**config.mk**
```make
export PLATFORM = sky130hd
export DESIGN_NAME = audio_sample_scheduler
export DESIGN_NICKNAME = d
export VERILOG_FILES = /design/src/rtl/audio_sample_scheduler.sv
export SDC_FILE = /design/constraint.sdc
export NUM_CORES = 1
export LEC_CHECK = 0
export ABC_AREA = 1
export CAP_MARGIN = 20
export CORE_MARGIN = 2
export CORE_UTILIZATION = 25
export CTS_BUF_LIST = sky130_fd_sc_hd__clkbuf_4 sky130_fd_sc_hd__clkbuf_8
export CTS_CLUSTER_DIAMETER = 200
export DETAILED_ROUTE_END_ITERATION = 16
export PLACE_DENSITY_LB_ADDON = 0.08
export SYNTH_ARGS = -nofsm -noshare
export SYNTH_HDL_FRONTEND = slang
export SYNTH_SLANG_ARGS = --single-unit
```
**constraint.sdc**
```tcl
create_clock -name clk -period 5.35 [get_ports clk]
set_input_delay 1.3375 -clock clk [delete_from_list [all_inputs] [get_ports clk]]
set_output_delay 1.3375 -clock clk [all_outputs]
set_load 0.05 [all_outputs]
```
**src/rtl/audio_sample_scheduler.sv**
```systemverilog
// Buffers stereo L-PCM sample pairs and loads up to four of them per granted
// HDMI audio sample packet, tracking the 192-frame IEC 60958 channel-status index.
module audio_sample_scheduler #(
    parameter int FIFO_DEPTH   = 8,
    parameter int SAMPLE_WIDTH = 24
) (
    input  logic                                 clk,
    input  logic                                 reset_n,
    input  logic                                 sample_valid,
    input  logic [SAMPLE_WIDTH-1:0]              sample_left,
    input  logic [SAMPLE_WIDTH-1:0]              sample_right,
    input  logic                                 packet_grant,
    input  logic                                 packet_done,
    output logic                                 packet_ready,
    output logic [7:0]                           frame_counter,
    output logic [3:0][1:0][SAMPLE_WIDTH-1:0]    audio_sample_word,
    output logic [3:0]                           audio_sample_word_present,
    output logic [$clog2(FIFO_DEPTH):0]          fifo_level,
    output logic                                 overflow,
    input  logic                                 overflow_clear
);
    localparam int AW = $clog2(FIFO_DEPTH);
    localparam int LW = AW + 1;

    typedef enum logic [1:0] {IDLE, REQ, SEND} state_t;
    typedef logic [1:0][SAMPLE_WIDTH-1:0] pair_t;

    state_t          state;
    pair_t           mem [FIFO_DEPTH];
    logic [AW-1:0]   rd_ptr, wr_ptr;
    logic [7:0]      fc;

    logic            grant_take;
    logic [2:0]      n;
    logic            push;
    logic            drop;
    logic [LW-1:0]   level_next;
    logic [8:0]      fc_sum;
    logic [7:0]      fc_next;
    pair_t [3:0]     lane_next;
    logic [3:0]      present_next;

    assign grant_take = (state == REQ) && packet_grant;
    assign n          = !grant_take ? 3'd0 :
                        (fifo_level > LW'(4)) ? 3'd4 : 3'(fifo_level);
    // A pop in the same edge frees room, so a full FIFO still accepts the pair.
    assign push       = sample_valid && ((fifo_level < LW'(FIFO_DEPTH)) || (n != 3'd0));
    assign drop       = sample_valid && !push;
    assign level_next = fifo_level - LW'(n) + LW'(push);
    assign fc_sum     = {1'b0, fc} + 9'(n);
    assign fc_next    = (fc_sum >= 9'd192) ? 8'(fc_sum - 9'd192) : fc_sum[7:0];

    generate
        for (genvar i = 0; i < 4; i++) begin : g_lane
            assign present_next[i] = 3'(i) < n;
            assign lane_next[i]    = present_next[i] ? mem[rd_ptr + AW'(i)] : '0;
        end
    endgenerate

    // Storage needs no reset; the pointers define what is valid.
    always_ff @(posedge clk) begin
        if (push)
            mem[wr_ptr] <= {sample_right, sample_left};
    end

    always_ff @(posedge clk or negedge reset_n) begin
        if (!reset_n) begin
            state                     <= IDLE;
            packet_ready              <= 1'b0;
            rd_ptr                    <= '0;
            wr_ptr                    <= '0;
            fifo_level                <= '0;
            fc                        <= '0;
            frame_counter             <= '0;
            audio_sample_word         <= '0;
            audio_sample_word_present <= '0;
            overflow                  <= 1'b0;
        end else begin
            rd_ptr     <= rd_ptr + AW'(n);
            fifo_level <= level_next;
            if (push)
                wr_ptr <= wr_ptr + AW'(1);
            if (drop)
                overflow <= 1'b1;
            else if (overflow_clear)
                overflow <= 1'b0;

            if (grant_take) begin
                audio_sample_word         <= lane_next;
                audio_sample_word_present <= present_next;
                frame_counter             <= fc;
                fc                        <= fc_next;
            end

            case (state)
                IDLE: if (fifo_level != '0) begin
                    state        <= REQ;
                    packet_ready <= 1'b1;
                end
                REQ: if (packet_grant) begin
                    state        <= SEND;
                    packet_ready <= 1'b0;
                end
                SEND: if (packet_done) begin
                    state        <= (level_next != '0) ? REQ : IDLE;
                    packet_ready <= (level_next != '0);
                end
                default: begin
                    state        <= IDLE;
                    packet_ready <= 1'b0;
                end
            endcase
        end
    end
endmodule

```
=== Yosys cells after proc, flatten, opt, wreduce, memory -nomap -nowiden ===
Memory sizes are Yosys's and may differ from the RTL's.
Cells that the tools add are included.

* Bits in registers: 226
* Bits in writable memories: 384
* Logic and storage cells: 70
* Memories: 1

* Add/subtract/negate cells: 9
* Magnitude comparators: 7
* Eq/ne operators: 5
* Mux-type cells: 20
* Reductions and logical operators: 11

{| class="wikitable"
|+ Memory list
! name !! depth !! bits a word !! read ports !! clocked after Yosys merged registers in !! write ports !! RTL line !! source
|-
| mem || 8 || 48 || 4 || 0 || 1 || 29 || <nowiki>pair_t mem [FIFO_DEPTH];</nowiki>
|}

{| class="wikitable"
|+ Operators by type and width
! operator !! count
|-
| $mux W48 || 4
|-
| $add A8 B3 Y9 || 1
|-
| $ge A9 B8 Y1 const B || 1
|-
| $mux W1 || 8
|-
| $mux W8 || 1
|-
| $reduce_bool A4 Y1 || 2
|-
| $sub A8 B8 Y8 const B || 1
|-
| $add A3 B1 Y3 const B || 2
|-
| $add A3 B2 Y3 const B || 2
|-
| $lt A1 B3 Y1 const A || 2
|-
| $lt A2 B3 Y1 const A || 2
|-
| $mux W2 || 3
|-
| $mux W3 || 2
|-
| $ne A2 B2 Y1 const B || 3
|-
| $pmux W2 S3 || 1
|-
| $add A4 B1 Y4 || 1
|-
| $gt A4 B3 Y1 const B || 1
|-
| $lt A4 B4 Y1 const B || 1
|-
| $sub A4 B3 Y4 || 1
|-
| $add A3 B3 Y3 || 1
|-
| $logic_and A1 B1 Y1 || 3
|-
| $pmux W1 S3 || 1
|-
| $reduce_and A3 Y1 || 1
|-
| $reduce_bool A3 Y1 || 1
|-
| other kinds (6) || 6
|}

=== Longest topological paths before layout ===
Gate-level depths: netlist of run 1.

* Depth in word-level cells: 11
* Depth in mapped cells: 22

=== Least setup slack after synthesis of run 1 ===
Ideal clock, no wire load.

* Kind: input-to-reg
* Start: input port packet_grant
* End: memory mem[0][0] (netlist bit) (enable)
* Setup time: 0.454 ns
* Data arrival time: 4.196 ns
* Data required time: 4.896 ns
* Path slack: 0.701 ns
* Cell stages on the path: 7
* Path buffers: 0
* Cell sequence: nand3_4 nor2_4 nor2_4 inv_2 o21ai_2 or2_1 nor2_1

* Longest elaborated chain between the ends: 7

{| class="wikitable"
|+ Ends and longest elaborated chain
! item !! RTL line !! source
|-
| start, declared || 12 || <nowiki>input logic packet_grant,</nowiki>
|-
| $logic_and A1 B1 Y1 || 43 || <nowiki>assign grant_take = (state == REQ) && packet_grant;</nowiki>
|-
| $mux W3 || 44 || <nowiki>assign n = !grant_take ? 3'd0 :</nowiki>
|-
| $reduce_bool A3 Y1 || 47 || <nowiki>assign push = sample_valid && ((fifo_level < LW'(FIFO_DEPTH)) || (n != 3'd0));</nowiki>
|-
| $logic_or A1 B1 Y1 || 47 ||
|-
| $logic_and A1 B1 Y1 || 47 ||
|-
| $mux W1 || 62 || <nowiki>if (push)</nowiki>
|-
| $mux W1 (not written as such) || 63 || <nowiki>mem[wr_ptr] <= {sample_right, sample_left};</nowiki>
|-
| end, declared || 29 ||
|}

No other way between the ends.

=== Worst setup path after layout of run 1 ===
* Start: input port packet_grant
* End: register fc[7]

* Longest elaborated chain between the ends: 5

{| class="wikitable"
|+ Ends and longest elaborated chain
! item !! RTL line !! source
|-
| $logic_and A1 B1 Y1 (*) || 43 ||
|-
| $mux W3 || 44 ||
|-
| $add A8 B3 Y9 || 50 || <nowiki>assign fc_sum = {1'b0, fc} + 9'(n);</nowiki>
|-
| $sub A8 B8 Y8 / $ge A9 B8 Y1 (equally long branches) || 51 || <nowiki>assign fc_next = (fc_sum >= 9'd192) ? 8'(fc_sum - 9'd192) : fc_sum[7:0];</nowiki>
|-
| $mux W8 || 51 ||
|-
| end signal, assigned || 92 || <nowiki>fc <= fc_next;</nowiki>
|-
| end, declared || 31 || <nowiki>logic [7:0] fc;</nowiki>
|}

Mark *: on every way between the ends. The rest lies on a longest branch, timed or not.
A chain may end at the register's enable or synchronous reset.

==> results of run 1 <==
-- worst register-to-register path, cell delays in order, from the launching register on --
cell	delay, ps
dfrtp_1	480
nor2_1	280
nand2_1	90
nor2_1	350
ha_1	270
inv_1	70
fa_1	420
inv_1	120
nand3_1	100
nand2_1	120
nand3_1	90
nand2_1	130
inv_1	80
ha_1	190
nand3_1	80
nor2_1	50
nand3_1	80
nor2_1	40
nand2_1	90
nand3_1	100
nand2_1	70
nand3_1	70
nand2_1	70
-- logic make-up (layout without fill, tap and decap cells) --
logic type                 Yosys count  after routing  share of synthesized area
buffers and inverters              457            775                     0.0647
xor gates and xnor gates             9              9                    0.00353
adders and majority gates           17             17                    0.00790
muxes                               22             22                    0.00739
and+or+nand+nor                   1202           1202                      0.161
other                                0              6                          0
AOI/OAI and AO/OA                  841            841                      0.179
DFF                                610            610                      0.577
-- cell usage in the layout, fill, tap and decap left out, types with 7 or more instances in the layout --
master and n:
buf_4 41, o21ai_0 467, clkbuf_4 54, a32o_1 51
clkbuf_8 136, nand2_1 965, nor2_4 14, nor2_1 69
nand4_1 24, o22ai_1 33, ha_1 13, a21oi_1 62
o21ai_1 23, a22o_1 122, nand3_1 123, dfrtp_1 225
edfxtp_1 384, clkinv_2 11, buf_12 13, clkdlybuf4s50_1 262
o211ai_1 7, o31ai_2 26, clkinv_1 21, mux2i_1 22
inv_1 219, o31ai_1 36
-- layer usage --
layer | GRT usage | vias to the layer above
met2 | 0.298 | 734
met3 | 0.0285 | 177
met1 | 0.251 | 12000
met5 | 0 | -
met4 | 0.0616 | 4
li1 | - | 11400
-- cells in the mapped netlist, types with 51 or more instances --
master / n / area [sq um]
nand2_1: 965 / 3620
o21ai_0: 467 / 2340
edfxtp_1: 384 / 11500
dfrtp_1: 226 / 5660
inv_1: 221 / 830
nand3_1: 123 / 616
a22o_1: 122 / 1070
clkbuf_1: 120 / 450
nor2_1: 79 / 297
buf_2: 65 / 325
a21oi_1: 62 / 310
a32o_1: 51 / 510
-- through the flow --
| step | utilization | power, mW | instance area [sq um] |
|---|---|---|---|
| final | 0.309 | 26.7 | 36500 |
| after global routing | 0.309 | 28.5 | 36500 |
| after CTS | 0.309 | 27.1 | 36500 |
| after detailed placement | 0.288 | 22.0 | 34000 |
| after global placement | 0.288 | 22.0 | 34000 |
| after floorplan | - | 16.5 | 29800 |
-- area by class of cell --
class	count	area [sq um]	area share
flip-flops and latches	610	17200	0.471
multi-input cells	2091	10800	0.295
repair buffers	317	3210	0.0878
clock buffers	190	2280	0.0624
well taps	1536	1920	0.0526
inverters	231	881	0.0241
clock inverters	37	231	0.00634
diodes	6	15.0	0.000411
-- worst max-delay path by stage --
stage            startpoint                   to  slack (ps)  cells after the start
2_1_floorplan  packet_grant  mem[0][0]$_DFFE_PP_         700                      7
6_report       packet_grant    fc[7]$_DFFE_PN0N_        1400                     22
4_1_cts        packet_grant    fc[7]$_DFFE_PN0N_        1520                     22
3_3_place_gp   packet_grant    fc[7]$_DFFE_PN0N_         670                     21
3_5_place_dp   packet_grant    fc[7]$_DFFE_PN0N_         650                     22
5_1_grt        packet_grant    fc[7]$_DFFE_PN0N_        1140                     22
-- power by group --
part | internal, mW | switching (mW)
registers | 6.19 | 0.942
logic | 4.27 | 10.4
clock network | 2.78 | 2.14
total | 13.2 | 13.5
-- sequential cells by signal (all words and copies together), names as in the netlist --
signal,flops
rd_ptr,3
mem,384
audio_sample_word,192
packet_ready,1
frame_counter,8
wr_ptr,3
audio_sample_word_present,4
state,2
fifo_level,4
fc,8
overflow,1
==> results.md, run 1 <==
* Synthesized Nets at ~3.2k
* Initial Util at 0.252
* WL final at between 100 and 150 mm
* Setup Skew at about 30 ps
* Vias at around 24k
* Sink Count at slightly above 600
* Crit path arrival time at 4650 ps
* Slew @ Worst Pin at around 1100 ps
* Row cnt at 126
* Post-DR vias/cell at between 4 and 5
* Initial antenna violation count at 9
* Die W at about 350 um
* Grt ovf at 0
* Setup CP Type: input port to flop
* Area grow syn2layout at 22.6%
* Die Ht at 349 um
* Yosys warns at 0
* Max Transition Viols Final at 0
* Met3 WL at 5.56 mm
* Buf/Inv on CP at 4
* Placed cells at ~4.8k
* FILL cells at 12.2k
* Max stage delay on crit path at ~530 ps
* Fraction of layout cells with a size suffix above 1 at 0.0938
* Top Metal Used: met5
* Yosys reg bits at 610
* Worst hold path startpoint: audio_sample_word[41]$_DFFE_PN0N_
* WL met2 at 52.7 mm
* Routed wire length per instance at around 23 um
* Antenna-violating nets left at 0
* Postcts setup bufs at 0
* HP Class: flop to flop
* Clock Tree Root: clkbuf_8
* Post-synth EDFFs at 384
* Maximum clock rate at between 200 and 300 MHz
* Pin count of the biggest net entering global routing at 271
* CTS tree: built
* PD cells at 731 nW/um^2
* Final RePlAce weighted congestion at between 0.7 and 0.8
* Die ar. at 122,000 sq um
* Number of remaining DRC errors at 0
* First-pass GRT wire length at 165 mm
* Max H-tree Level at 3
* Worst-path clk slew at 60 ps
* Startpoint class of the critical path: input port
* Top delay family on crit path: simple AND/OR/NAND/NOR gates
* CP cell instances: clkdlybuf4s50_1 -> nand3_4 -> nor2_1 -> ha_1 -> inv_1 -> fa_1 -> inv_1 -> nand3_1 -> nand2_1 -> nand3_1 -> nand2_1 -> inv_1 -> ha_1 -> nand3_1 -> nor2_1 -> nand3_1 -> nor2_1 -> nand2_1 -> nand3_1 -> nand2_1 -> nand3_1 -> nand2_1
* Cell count of the worst reg-to-reg path at 22
* Synth Flop Type: edfxtp_1
* Worst path slowest cell: clkdlybuf4s50_1
* Required time of the critical path at slightly above 6000 ps
* Core area at between 100,000 and 150,000 sq um
* Buffers on Ports at around 260
* Register area share after synthesis at 0.577
* RSZ-0062 raised after global routing: no
* Critical Path Most Common Cell: nand3_1
* Hold Path Sink: audio_sample_word[41]$_DFFE_PN0N_
* All-Layer GR Usage at 0.184
* Setup WS pre-CTS at around 650 ps
* DRT iter0 DRCs at roughly 1.9k
* Hold_ws at 476 ps
* Hold Path Stages at 2
* Layout Cells excl Fill at between 5k and 6k
* RR Startpoint: fifo_level[3]$_DFF_PN0_
* Worst setup EP type: flop
* Slew HR at 0.259
* Synthesized cell area at 29,800 sq um
* FFs w/ async S/R, synth at 0.370
* Dpl hpwl at approximately 69 mm
* Clock period minus worst slack at 3950 ps
* Drt pass-1 iters at 6
* # IOs at roughly 260
* CTS Hold Bufs at 0
* Final setup vio count at 0
* CTS Buf Count at between 100 and 150
* Max-Cap Viols at 0
* Leak pwr at 14.5 nW
* Post-synthesis cell type count at 44
* Worst Slack Setup Final at 1400 ps
* NumNets Final at roughly 3.4k
* Fin Setup TNS at 0 ps
* CTS resizes at 0
* Worst skew pair latency at just under 800 ps
* Reg-to-reg endpoint: fc[7]$_DFFE_PN0N_
* Mapped Cells at approximately 3.2k
* Vias in the first global route at 23.9k
* Clock Tree Buf Depth at 3
* Crit-path max FO at 7
* Register-to-register setup slack at 1850 ps
* Max IR drop VDD at roughly 0.00045 V
* Fin. Hold Viols at 0
* Met1 Wirelength at around 52 mm
* Outcome: complete, no violations
* Tcrit/Tclk final at 0.738
* Syn avg cell area at 9.43 sq um
Note: power is estimated with default switching activity, not from simulation.
==> run 2, diff against run 1 <==
==> constraint.sdc (replaced) <==
create_clock -name clk -period 3.61 [get_ports clk]
set_input_delay 0.9025 -clock clk [delete_from_list [all_inputs] [get_ports clk]]
set_output_delay 0.9025 -clock clk [all_outputs]
set_load 0.05 [all_outputs]
==> results.md, run 2 (synthesis gave the netlist of run 1 again) <==
* Number of remaining DRC errors at 0
* Initial Util at 0.252
* Max-Cap Viols at 0
* Routed wire length per instance at 22.2 um
* Fraction of layout cells with a size suffix above 1 at 0.102
* Pin count of the biggest net entering global routing at between 200 and 250
* Worst skew pair latency at between 700 and 800 ps
* # IOs at ~260
* HP Class: input port to asynchronous set/reset pin
* CTS resizes at 0
* Crit-path max FO at 4
* Slew @ Worst Pin at approximately 1000 ps
* CP cell instances: clkdlybuf4s50_1 -> nand3_4 -> buf_4 -> nor2_4 -> nor2_4 -> clkinv_2 -> o21ai_2 -> ha_1 -> inv_1 -> ha_1 -> inv_1 -> fa_1 -> inv_1 -> nor3_1 -> nand3_1 -> nand3_1 -> o21ai_0
* Crit path arrival time at about 3700 ps
* Worst path slowest cell: clkdlybuf4s50_1
* All-Layer GR Usage at 0.182
* Buffers on Ports at 263
* DRT iter0 DRCs at approximately 1.7k
* Design area at ~37,000 sq um
* Largest reg by FF count: mem
* Fin. Hold Viols at 0
* Clock power frac at 0.176
* Most frequent cells in the layout: nand2_1, o21ai_0, edfxtp_1
* Slew HR at 0.330
* Sw power at about 20 mW
* Grt ovf at 0
* Final setup vio count at 0
* Clock Tree Root: clkbuf_8
* Area grow syn2layout at 23.7%
* Post-DP Area at around 34,000 sq um
* WL final at approximately 110 mm
* Clock Tree Buf Depth at 3
* Max H-tree Level at 3
* Layout Cells excl Fill at ~5.0k
* Tcrit/Tclk final at 0.859
* Post-DR vias/cell at 4.79
* Drt pass-1 iters at 8
* CTS tree: built
* Max reg flops at around 380
* Most common cell after layout, fill and taps aside: nand2_1
* Critical Path Most Common Cell: inv_1
* Worst setup EP type: flop
* Cell count of the worst reg-to-reg path at 22
* Die ar. at ~120,000 sq um
* P_int at 19.7 mW
* Postcts setup bufs at 0
* Leak pwr at 14.7 nW
* Max IR drop VDD at ~0.0014 V
* Outcome: complete, no violations
* Die Ht at 349 um
* Sink Count at 610
* Maximum clock rate at ~320 MHz
* Vias at 24.2k
* Dpl hpwl at a little under 70 mm
* RR Startpoint: fifo_level[2]$_DFF_PN0_
* Max stage delay on crit path at about 550 ps
* Reg-to-reg endpoint: fc[6]$_DFFE_PN0N_
* First-pass GRT wire length at ~160 mm
* Worst-path clk slew at around 60 ps
* Register-to-register setup slack at between 600 and 700 ps
* Antenna-violating nets left at 0
* Comb pwr share at 0.557
* Core area at 118,000 sq um
* Setup Skew at between 40 and 50 ps
* Clock period minus worst slack at between 3000 and 4000 ps
* Sw frac at 0.502
* PD cells at about 1100 nW/um^2
* Die W at around 350 um
* Max Transition Viols Final at 0
* NumNets Final at 3,470
* CTS Buf Count at around 120
* Row cnt at approximately 130
* Vias in the first global route at ~24k
* Placed cells at 4,817
* Initial antenna violation count at 6
* Total chip power at just under 40 mW
* CTS Hold Bufs at 0
* Final RePlAce weighted congestion at between 0.8 and 0.9
* Top Registers: mem (384), audio_sample_word (192)
* Startpoint class of the critical path: input port
* Hold_ws at roughly 130 ps
* Setup CP Type: input port to flop
* Required time of the critical path at about 4200 ps
* Sequential Power Share at 0.267
* RSZ-0062 raised after global routing: no
==> run 2: changes by cell type in the layout (fill, tap and decap cells not counted), moves of 2 or more <==
cell       before  now
buf_12         13   33
buf_4          41   53
clkbuf_4       54   66
clkbuf_8      136  124
clkinv_1       21   14
clkinv_2       11   15
diode_2         6    3
inv_6           4    1
bufinv_16       2    0
==> run 2: power groups by stage <==
stage | registers [mW] | logic, mW | clock network, mW
6_report | 10.6 | 22.0 | 6.94
5_1_grt | 10.8 | 23.9 | 7.52
4_1_cts | 10.6 | 22.2 | 7.24
3_5_place_dp | 10.7 | 22.2 | 0
3_3_place_gp | 10.8 | 22.1 | 0
2_1_floorplan | 13.7 | 10.8 | 0
==> run 2: cell type report <==
type | count | area, sq um
Fill cell | 12100 | 81200
Clock inverter | 30 | 151
Timing Repair Buffer | 349 | 3700
Multi-Input combinational cell | 2091 | 10800
Tap cell | 1536 | 1920
Clock buffer | 190 | 2200
Sequential cell | 610 | 17200
Inverter | 231 | 881
Antenna cell | 3 | 7.51
==> run 2: worst max-delay path by stage <==
| stage | endpoint | start | slack, ps |
|---|---|---|---|
| after floorplan | mem[0][0]$_DFFE_PP_ | packet_grant | -600 |
| after global placement | fc[7]$_DFFE_PN0N_ | packet_grant | -270 |
| after detailed placement | packet_ready$_DFFE_PN0P_ | packet_grant | -230 |
| after CTS | audio_sample_word[13] | audio_sample_word[13]$_DFFE_PN0N_ | 440 |
| after global routing | packet_ready$_DFFE_PN0P_ | packet_grant | 320 |
| final | packet_ready$_DFFE_PN0P_ | packet_grant | 510 |
==> run 2: critical path: cells and delay by family <==
kind | cells | cell delay (ps)
compound gates | 2 | 140
fa+ha+maj | 3 | 980
simple gates | 6 | 730
buf+inv | 6 | 930
==> run 2: layer usage <==
layer | vias up | share of wire | GRT usage
met5 | - | 0.00036 | 0
met4 | 6 | 0.023 | 0.0525
met3 | 165 | 0.051 | 0.0310
met2 | 704 | 0.47 | 0.299
met1 | 11800 | 0.46 | 0.244
li1 | 11500 | - | -
==> run 2: metrics by stage <==
stage | setup TNS [ps] | utilization | worst slack [ps]
5_1_grt | 0 | 0.312 | 318
2_1_floorplan | -116000 | - | -604
4_1_cts | 0 | 0.312 | 441
3_5_place_dp | -759 | 0.292 | -228
3_3_place_gp | -954 | 0.292 | -269
6_report | 0 | 0.312 | 511
==> run 3, diff against run 2 <==
--- a/config.mk
+++ b/config.mk
@@ -5,14 +5,15 @@
 export SDC_FILE = /design/constraint.sdc
 export NUM_CORES = 1
 export LEC_CHECK = 0
-export ABC_AREA = 1
 export CAP_MARGIN = 20
 export CORE_MARGIN = 2
 export CORE_UTILIZATION = 25
 export CTS_BUF_LIST = sky130_fd_sc_hd__clkbuf_4 sky130_fd_sc_hd__clkbuf_8
 export CTS_CLUSTER_DIAMETER = 200
 export DETAILED_ROUTE_END_ITERATION = 16
+export HOLD_SLACK_MARGIN = 0.02
 export PLACE_DENSITY_LB_ADDON = 0.08
+export SLEW_MARGIN = 10
 export SYNTH_ARGS = -nofsm -noshare
 export SYNTH_HDL_FRONTEND = slang
 export SYNTH_SLANG_ARGS = --single-unit
==> results.md, run 3 <==
* Startpoint class of the critical path: input port
* Fraction of layout cells with a size suffix above 1 at 0.306
* RSZ-0062 raised after global routing: no
* Drt pass-1 iters at 5
* Worst skew pair latency at ~820 ps
* Post-DR vias/cell at 4.86
* Synthesized cell area at roughly 31,000 sq um
* CTS tree: built
* Synth area leader: edfxtp_1
* Routed wire length per instance at 26.1 um
* Row cnt at 130
* Max reg flops at 384
* Clock Tree Root: clkbuf_8
* RR Startpoint: state[1]$_DFFE_PN0P_
* Sink Count at roughly 600
* Cell count of the worst reg-to-reg path at 15
* Fin. Hold Viols at 0
* Initial antenna violation count at 8
* HP Class: input port to asynchronous set/reset pin
* Outcome: complete, no violations
* Clock period minus worst slack at 3270 ps
* Synth Flop Type: edfxtp_1
* Pin count of the biggest net entering global routing at between 100 and 150
* Most frequent cells in the layout: mux4_2, edfxtp_1, clkdlybuf4s50_1
* Yosys warns at 0
* WL final at between 100 and 150 mm
* Die ar. at 128,000 sq um
* Top Registers: mem (384), audio_sample_word (192)
* Crit path arrival time at roughly 4000 ps
* Max Transition Viols Final at 0
* Number of remaining DRC errors at 0
* Worst Slack Setup Final at 336 ps
* Final RePlAce weighted congestion at around 0.75
* Worst setup EP type: flop
* Die Ht at 358 um
* Required time of the critical path at roughly 4300 ps
* FFs w/ async S/R, synth at 0.370
* Initial Util at 0.251
* Die W at between 300 and 400 um
* Vias in the first global route at between 20k and 25k
* NumNets Final at 2,270
* Maximum clock rate at slightly above 300 MHz
* Top-area cell type share of the netlist area at 0.367
* Mapped Cells at roughly 1.9k
* Yosys reg bits at between 600 and 700
* DRT iter0 DRCs at between 1k and 1.5k
* CTS resizes at 0
* Slew HR at 0.322
* Setup Skew at approximately 39 ps
* All-Layer GR Usage at 0.161
* Core area at 125,000 sq um
* CTS Hold Bufs at 0
* Fin Setup TNS at 0 ps
* Final setup vio count at 0
* Slew @ Worst Pin at a little over 1000 ps
* Vias at 19.3k
* Post-DP Area at ~36,000 sq um
* Synthesized Nets at 1,965
* Leak pwr at around 14 nW
* Max H-tree Level at 3
* Post-synthesis cell type count at between 40 and 50
* Register area share after synthesis at 0.547
* Design area at 38,900 sq um
* Top post-synthesis cells by area: edfxtp_1, mux4_2, dfrtp_1
* Reg-to-reg endpoint: fc[7]$_DFFE_PN0N_
* Grt ovf at 0
* Buffers on Ports at roughly 260
* Syn avg cell area at 16.6 sq um
* Crit-path max FO at 3
* Max-Cap Viols at 0
* Worst-path clk slew at ~60 ps
* # IOs at about 260
* Postcts setup bufs at 0
* First-pass GRT wire length at 150 mm
* Post-synth top cells: edfxtp_1, mux4_2, nand2_1
* Area grow syn2layout at 24.0%
* Tcrit/Tclk final at 0.907
* Setup CP Type: input port to flop
* Largest reg by FF count: mem
* Max IR drop VDD at approximately 0.00098 V
* CTS Buf Count at between 100 and 150
* Antenna-violating nets left at 0
* PD cells at around 1000 nW/um^2
* Dpl hpwl at between 60 and 70 mm
* Post-synth EDFFs at between 300 and 400
* Register-to-register setup slack at about 400 ps
* Clock Tree Buf Depth at 3
* FILL cells at between 10k and 15k
* Setup WS pre-CTS at -504 ps
[run 3: how the worst max path moves through the flow]
stage / startpoint / to / slack (ps) / cells after the start
floorplan: packet_grant / mem[6][0]$_DFFE_PP_ / -600 / 7
global placement: packet_grant / fc[6]$_DFFE_PN0N_ / -390 / 16
detailed placement: packet_grant / fc[7]$_DFFE_PN0N_ / -500 / 16
CTS: fifo_level[1]$_DFF_PN0_ / fifo_level[1] / 360 / 1
global route: state[1]$_DFFE_PN0P_ / fc[7]$_DFFE_PN0N_ / 160 / 15
finish: packet_grant / fc[7]$_DFFE_PN0N_ / 340 / 16
[run 3: logic make-up after synthesis]
logic type / Yosys count / share of synthesized area
AO/OA/AOI/OAI: 218 / 0.0364
XOR/XNOR: 14 / 0.00415
adder cells (fa/ha/maj): 17 / 0.00749
buffers and inverters: 171 / 0.0305
flip-flops: 610 / 0.547
multiplexers: 577 / 0.337
AND/OR/NAND/NOR: 287 / 0.0370
[run 3: worst max-delay path, cell delays in order]
cell and delay [ps]:
clkdlybuf4s50_1 500, inv_1 100, nor2_4 110, and3_1 200, ha_1 170, inv_1 60, fa_1 430, nor2b_2 170
o21bai_2 90, xnor2_1 140, ha_1 190, and4b_1 230, o211ai_1 140, nand3_1 160, mux2i_1 150, a211o_1 230
[run 3: final cells by class]
cell class / count / area, sq um / share of cell area
tap: 1650 / 2060 / 0.0530
clock buffer: 192 / 2310 / 0.0593
clock inverter: 35 / 236 / 0.00607
multi-input combinational: 1113 / 13400 / 0.344
antenna: 5 / 12.5 / 0.000321
timing repair buffer: 339 / 3650 / 0.0936
inverter: 16 / 62.6 / 0.00161
sequential: 610 / 17200 / 0.442
[run 3: where the power goes]
part / internal [mW] / switching, mW / leakage [nW]
clock: 4.18 / 3.14 / 1.37
combinational: 9.16 / 12.6 / 6.32
sequential: 9.10 / 1.27 / 6.34
total: 22.4 / 17.1 / 14.0
[run 3: per-stage QoR]
stage               instances  power (mW)  utilization  hold WS, ps
finish                   3960        39.5        0.311          124
global route             3958        41.9        0.311          104
CTS                      3955        40.4        0.311         91.5
detailed placement       3728        32.8        0.291          475
global placement         3728        32.8        0.291          460
floorplan                1894        25.5            -          467
[run 3: metal layers]
layer	vias up	wire length [um]	track usage
li1	8287	-	-
met1	10300	44900	0.213
met2	534	50600	0.267
met3	155	5220	0.0318
met4	4	2570	0.0522
met5	-	25	0
